[config.mk]
export PLATFORM = sky130hd
export DESIGN_NAME = l2_ch_arbiter
export DESIGN_NICKNAME = d
export VERILOG_FILES = /design/src/rtl/l2_ch_arbiter.sv
export SDC_FILE = /design/constraint.sdc
export NUM_CORES = 1
export LEC_CHECK = 0
export CORE_AREA = 4 4 111 113
export CTS_CLUSTER_DIAMETER = 150
export DETAILED_ROUTE_END_ITERATION = 12
export DIE_AREA = 0 0 115 117
export PLACE_DENSITY = 0.81
export SLEW_MARGIN = 20
export SYNTH_ARGS = -nofsm -noshare
export SYNTH_HDL_FRONTEND = slang
export SYNTH_SLANG_ARGS = --single-unit
[constraint.sdc]
create_clock -name clk -period 4.2 [get_ports clk]
set_clock_uncertainty 0.1 [all_clocks]
set_input_delay 0.42 -clock clk [delete_from_list [all_inputs] [get_ports clk]]
set_output_delay 0.42 -clock clk [all_outputs]
set_load 0.05 [all_outputs]
[src/rtl/l2_ch_arbiter.sv]
// Two-master arbiter (m0 = I-side, m1 = D-side) onto a single-outstanding L2 channel.
// Round-robin grant, one transaction in flight, sticky flush serviced between transactions.
module l2_ch_arbiter #(
   parameter int AW = 25,
   parameter int DW = 32
) (
   input  logic          clk,
   input  logic          rst,

   input  logic          m0_cmd_valid,
   output logic          m0_cmd_ready,
   input  logic [AW-1:0] m0_cmd_addr,
   input  logic          m0_cmd_we,
   input  logic [2:0]    m0_cmd_size,
   input  logic [DW-1:0] m0_din,
   output logic          m0_valid,
   input  logic          m0_ready,
   output logic [DW-1:0] m0_dout,

   input  logic          m1_cmd_valid,
   output logic          m1_cmd_ready,
   input  logic [AW-1:0] m1_cmd_addr,
   input  logic          m1_cmd_we,
   input  logic [2:0]    m1_cmd_size,
   input  logic [DW-1:0] m1_din,
   output logic          m1_valid,
   input  logic          m1_ready,
   output logic [DW-1:0] m1_dout,

   input  logic          flush_req,
   output logic          flush_ack,

   output logic          l2_ch_cmd_valid,
   input  logic          l2_ch_cmd_ready,
   output logic [AW-1:0] l2_ch_cmd_addr,
   output logic          l2_ch_cmd_we,
   output logic [2:0]    l2_ch_cmd_size,
   output logic [DW-1:0] l2_ch_din,
   input  logic          l2_ch_valid,
   output logic          l2_ch_ready,
   input  logic [DW-1:0] l2_ch_dout,
   output logic          l2_ch_flush
);

   typedef enum logic [1:0] {IDLE, CMD, RESP, FLUSH} state_t;

   state_t        state_q;
   logic          rr_q;
   logic          owner_q;
   logic          flush_pend_q;
   logic          flush_pend_d;
   logic          cmd_valid_q;
   logic          flush_q;

   logic [AW-1:0] addr_q;
   logic [AW-1:0] addr_d;
   logic          we_q;
   logic          we_d;
   logic [2:0]    size_q;
   logic [2:0]    size_d;
   logic [DW-1:0] din_q;
   logic [DW-1:0] din_d;

   logic          idle_free;
   logic          grant0;
   logic          grant1;
   logic          accept;
   logic          in_resp;
   logic          resp_hs;

   // Grant is combinational so the chosen master is accepted in the same IDLE cycle.
   always_comb begin
      idle_free    = !rst && (state_q == IDLE) && !flush_pend_q;
      grant0       = m0_cmd_valid && (!m1_cmd_valid || !rr_q);
      grant1       = m1_cmd_valid && (!m0_cmd_valid ||  rr_q);
      m0_cmd_ready = idle_free && grant0;
      m1_cmd_ready = idle_free && grant1;
      accept       = m0_cmd_ready || m1_cmd_ready;
      flush_pend_d = (state_q == FLUSH) ? flush_req : (flush_pend_q || flush_req);
   end

   always_comb begin
      addr_d = m1_cmd_ready ? m1_cmd_addr : m0_cmd_addr;
      we_d   = m1_cmd_ready ? m1_cmd_we   : m0_cmd_we;
      size_d = m1_cmd_ready ? m1_cmd_size : m0_cmd_size;
      din_d  = m1_cmd_ready ? m1_din      : m0_din;
   end

   // Response path is a pure steer to the owner; the other master sees zeros.
   always_comb begin
      in_resp     = (state_q == RESP);
      l2_ch_ready = in_resp && (owner_q ? m1_ready : m0_ready);
      resp_hs     = l2_ch_valid && l2_ch_ready;
      m0_valid    = in_resp && !owner_q && l2_ch_valid;
      m1_valid    = in_resp &&  owner_q && l2_ch_valid;
      m0_dout     = (in_resp && !owner_q) ? l2_ch_dout : '0;
      m1_dout     = (in_resp &&  owner_q) ? l2_ch_dout : '0;
   end

   always_ff @(posedge clk) begin
      if (rst) begin
         state_q      <= IDLE;
         rr_q         <= 1'b0;
         owner_q      <= 1'b0;
         flush_pend_q <= 1'b0;
         cmd_valid_q  <= 1'b0;
         flush_q      <= 1'b0;
      end else begin
         flush_pend_q <= flush_pend_d;
         case (state_q)
            IDLE: begin
               if (flush_pend_q) begin
                  state_q <= FLUSH;
                  flush_q <= 1'b1;
               end else if (accept) begin
                  state_q     <= CMD;
                  owner_q     <= m1_cmd_ready;
                  cmd_valid_q <= 1'b1;
               end
            end
            CMD: begin
               if (l2_ch_cmd_ready) begin
                  state_q     <= RESP;
                  cmd_valid_q <= 1'b0;
               end
            end
            RESP: begin
               // Writes also wait here for the downstream acknowledge.
               if (resp_hs) begin
                  state_q <= IDLE;
                  rr_q    <= ~owner_q;
               end
            end
            FLUSH: begin
               state_q <= IDLE;
               flush_q <= 1'b0;
            end
            default: begin
               state_q     <= IDLE;
               cmd_valid_q <= 1'b0;
               flush_q     <= 1'b0;
            end
         endcase
      end
   end

   always_ff @(posedge clk) begin
      if (accept) begin
         addr_q <= addr_d;
         we_q   <= we_d;
         size_q <= size_d;
         din_q  <= din_d;
      end
   end

   // Size stays driven through RESP because the downstream formats dout by it.
   assign l2_ch_cmd_valid = cmd_valid_q;
   assign l2_ch_cmd_addr  = addr_q;
   assign l2_ch_cmd_we    = we_q;
   assign l2_ch_cmd_size  = size_q;
   assign l2_ch_din       = din_q;
   assign l2_ch_flush     = flush_q;
   assign flush_ack       = flush_q;

endmodule

==> summary.md <==
| Metric | Value |
|---|---|
| Run status | `completed` |
| Crit Path Class | `register to output pin` |
| Cells after Synth | `242` |
| Total gr overflow | `0` |
| Footprint of the multi-input gates | `1300 um^2` |
| Top-area cell type share of the netlist area | `0.541` |
| Drt first pass iters | `3` |
| Pwr Density | `335 nW/um^2` |
| Port Buffers | `295` |
| Post-CTS sizing | `0` |
| Setup-failing EPs final | `0` |
| Yosys reg bits | `68` |
| Post-synth EDFFs | `61` |
| H-tree levels | `3` |
| CP required | `3.68 ns` |
| Vias in the first global route | `3,323` |
| CTS root buf | `clkbuf_16` |
| Post-synthesis mux area share | `0.206` |
| Die Ht | `117 um` |
| FILL cells | `907` |
| DRC | `0` |
| Share of layout cells above drive strength 1 | `0.149` |
| Min Hold Slack | `0.391 ns` |
| Starting density of the core | `0.299` |
| Hpwl dp | `9.90 mm` |
| Hold Fails Final Rpt | `0` |
| Pin count of the biggest net entering global routing | `63` |
| Post-CTS Hold Buffers | `0` |
| Synthesized-area fraction occupied by adder cells | `0` |
| Final Wtd Congestion | `0.834` |
| Die W | `115 um` |
| LEAKAGE | `2.44 nW` |
| Row cnt | `39` |
| Post-synth top cells | `66 x and2_1, 61 x edfxtp_1, 61 x mux2_2, 7 x clkbuf_1, 7 x dfxtp_1` |
| Synth Area in Compound Gates | `0.0225` |
| Synth area leader | `edfxtp_1` |
| Largest family of logic cells by synthesized area | `multiplexers` |
| Synth Area in Simple Gates | `0.157` |
| Via density | `4.46` |
| WP data arrival | `2.42 ns` |
| CP Max Fanout | `33` |
| CP Launch Type | `register` |
| Mean Syn Cell Area | `14.0 um^2` |
| DRT iter0 DRCs | `68` |
| Tot GR Track Use | `0.166` |
| Post-Syn Nets | `405` |
| Worst min path class | `register to register` |
| Register area share after synthesis | `0.582` |
| DR WL/cell | `17.6 um` |
| Routed Antenna Nets | `0` |
| Max clock buf depth | `2` |
| Most instantiated library cell after synthesis | `and2_1` |
| First-pass GRT wire length | `17.0 mm` |
| Final net count | `701` |
| Vias | `3,057` |
| Total CTS buffers | `9` |
| Reg area | `1970 um^2` |
| Setup crit end kind | `output pin` |
| Die area | `13,500 um^2` |
| Clk slew on worst S/H paths | `0.05 ns` |
| Setup Total Neg Slack | `0 ns` |
| Ant diodes | `0` |
| Total power | `2.26 mW` |
| Io pins | `296` |
| Peak VDD IR | `192 uV` |
| Area Growth Syn to Fin | `99.1%` |
| Initial antenna violation count | `0` |
| Synthesized area | `3390 um^2` |
| Setup bufs post-CTS | `0` |
| Drt total wl | `12.1 mm` |
| Core area | `11,300 um^2` |
| Final worst path period share | `0.700` |
| FMAX | `340 MHz` |
| Slew Viols, Final | `0` |
| Distinct cells, synth | `24` |
| Most common flop cell mapped by yosys | `edfxtp_1` |
| Async SR Flop Fraction | `0` |
| Slew HR | `0.469` |
| Clk_lat worst skew | `0.32 ns` |
| Ranking of synthesized cells by area | `edfxtp_1 54%, mux2_2 20%, and2_1 12%` |
| Max Cap Viol | `0` |
| Final min period | `2.94 ns` |
| CTS sink cnt | `68` |
| XOR/XNOR Fraction of Synth Area | `0` |
| RSZ-0062 raised after global routing | `false` |
| Syn. warnings | `0` |
| CTS tree | `yes` |
| Worst-margin pin slew | `0.796 ns` |
==> cell type report <==
type	instances	area share
sequential	68	0.292
inverter	3	0.00167
clock buffer	10	0.0339
tap	143	0.0265
clock inverter	6	0.00816
timing repair buffer	299	0.444
multi-input combinational	157	0.193
==> state kept, by name, summed over array words and instances (netlist names), 2 cells and up <==
register	flops
l2_ch_cmd_addr	25
l2_ch_cmd_size	3
state_q	2
l2_ch_din	32
==> cell families (layout without fill, tap and decap cells) <==
| kind of cell | count (synthesis) | after routing |
|---|---|---|
| simple gates | 84 | 84 |
| buf+inv | 17 | 318 |
| compound gates | 11 | 11 |
| mux | 62 | 62 |
| flops | 68 | 68 |
==> final timing paths <==
| kind | from | endpoint | slack [ns] | cells after the start |
|---|---|---|---|---|
| max | state_q[1]$_SDFFE_PP0P_ | m1_dout[21] | 1.26 | 5 |
| min | l2_ch_cmd_valid$_SDFFE_PP0P_ | l2_ch_cmd_valid$_SDFFE_PP0P_ | 0.39 | 2 |
| max reg2reg | state_q[1]$_SDFFE_PP0P_ | l2_ch_cmd_addr[16]$_DFFE_PP_ | 1.97 | 4 |
| min reg2reg | l2_ch_cmd_valid$_SDFFE_PP0P_ | l2_ch_cmd_valid$_SDFFE_PP0P_ | 0.39 | 2 |
==> routing by layer <==
metal | vias to the layer above | part of all wire | global-route usage
met3 | 17 | 0.11 | 0.0612
met4 | 0 | 0.023 | 0.0743
met1 | 1393 | 0.33 | 0.158
li1 | 1460 | - | -
met2 | 187 | 0.54 | 0.318
met5 | - | 0 | 0
==> power breakdown <==
| group | switching, mW | internal, mW | leakage (nW) |
|---|---|---|---|
| logic | 0.401 | 0.322 | 1.68 |
| clock network | 0.260 | 0.453 | 0.137 |
| registers | 0.0227 | 0.803 | 0.622 |
==> layout by cell type, fill, tap and decap left out, types with 2 or more instances in the layout <==
master | synthesis | final
a21oi_1 | 2 | 2
and2_1 | 66 | 66
buf_4 | 1 | 3
clkbuf_16 | 0 | 9
clkdlybuf4s50_1 | 0 | 295
clkinv_1 | 0 | 2
clkinv_2 | 0 | 2
dfxtp_1 | 7 | 7
edfxtp_1 | 61 | 61
inv_1 | 3 | 2
mux2_2 | 61 | 61
nand2_1 | 3 | 3
nand2b_1 | 3 | 3
nor2_1 | 6 | 6
nor2b_1 | 2 | 2
o21ai_0 | 3 | 3
o31ai_1 | 2 | 2
==> stage by stage <==
step,instance area [um^2],setup WS [ns],utilization,instances
final,6750,1.26,0.596,686
after global routing,6750,1.07,0.596,686
after CTS,6750,1.22,0.596,686
after detailed placement,6460,1.29,0.571,670
after global placement,6460,1.32,0.571,670
after floorplan,3390,1.42,-,242
==> worst max-delay path, stage by stage, from the launching register on <==
cell and delay [ns]:
dfxtp_1 0.52, nand2b_1 0.17, nor2_1 0.12, buf_4 0.27, and2_1 0.20, clkdlybuf4s50_1 0.82
(Power assumes the default switching activity.)
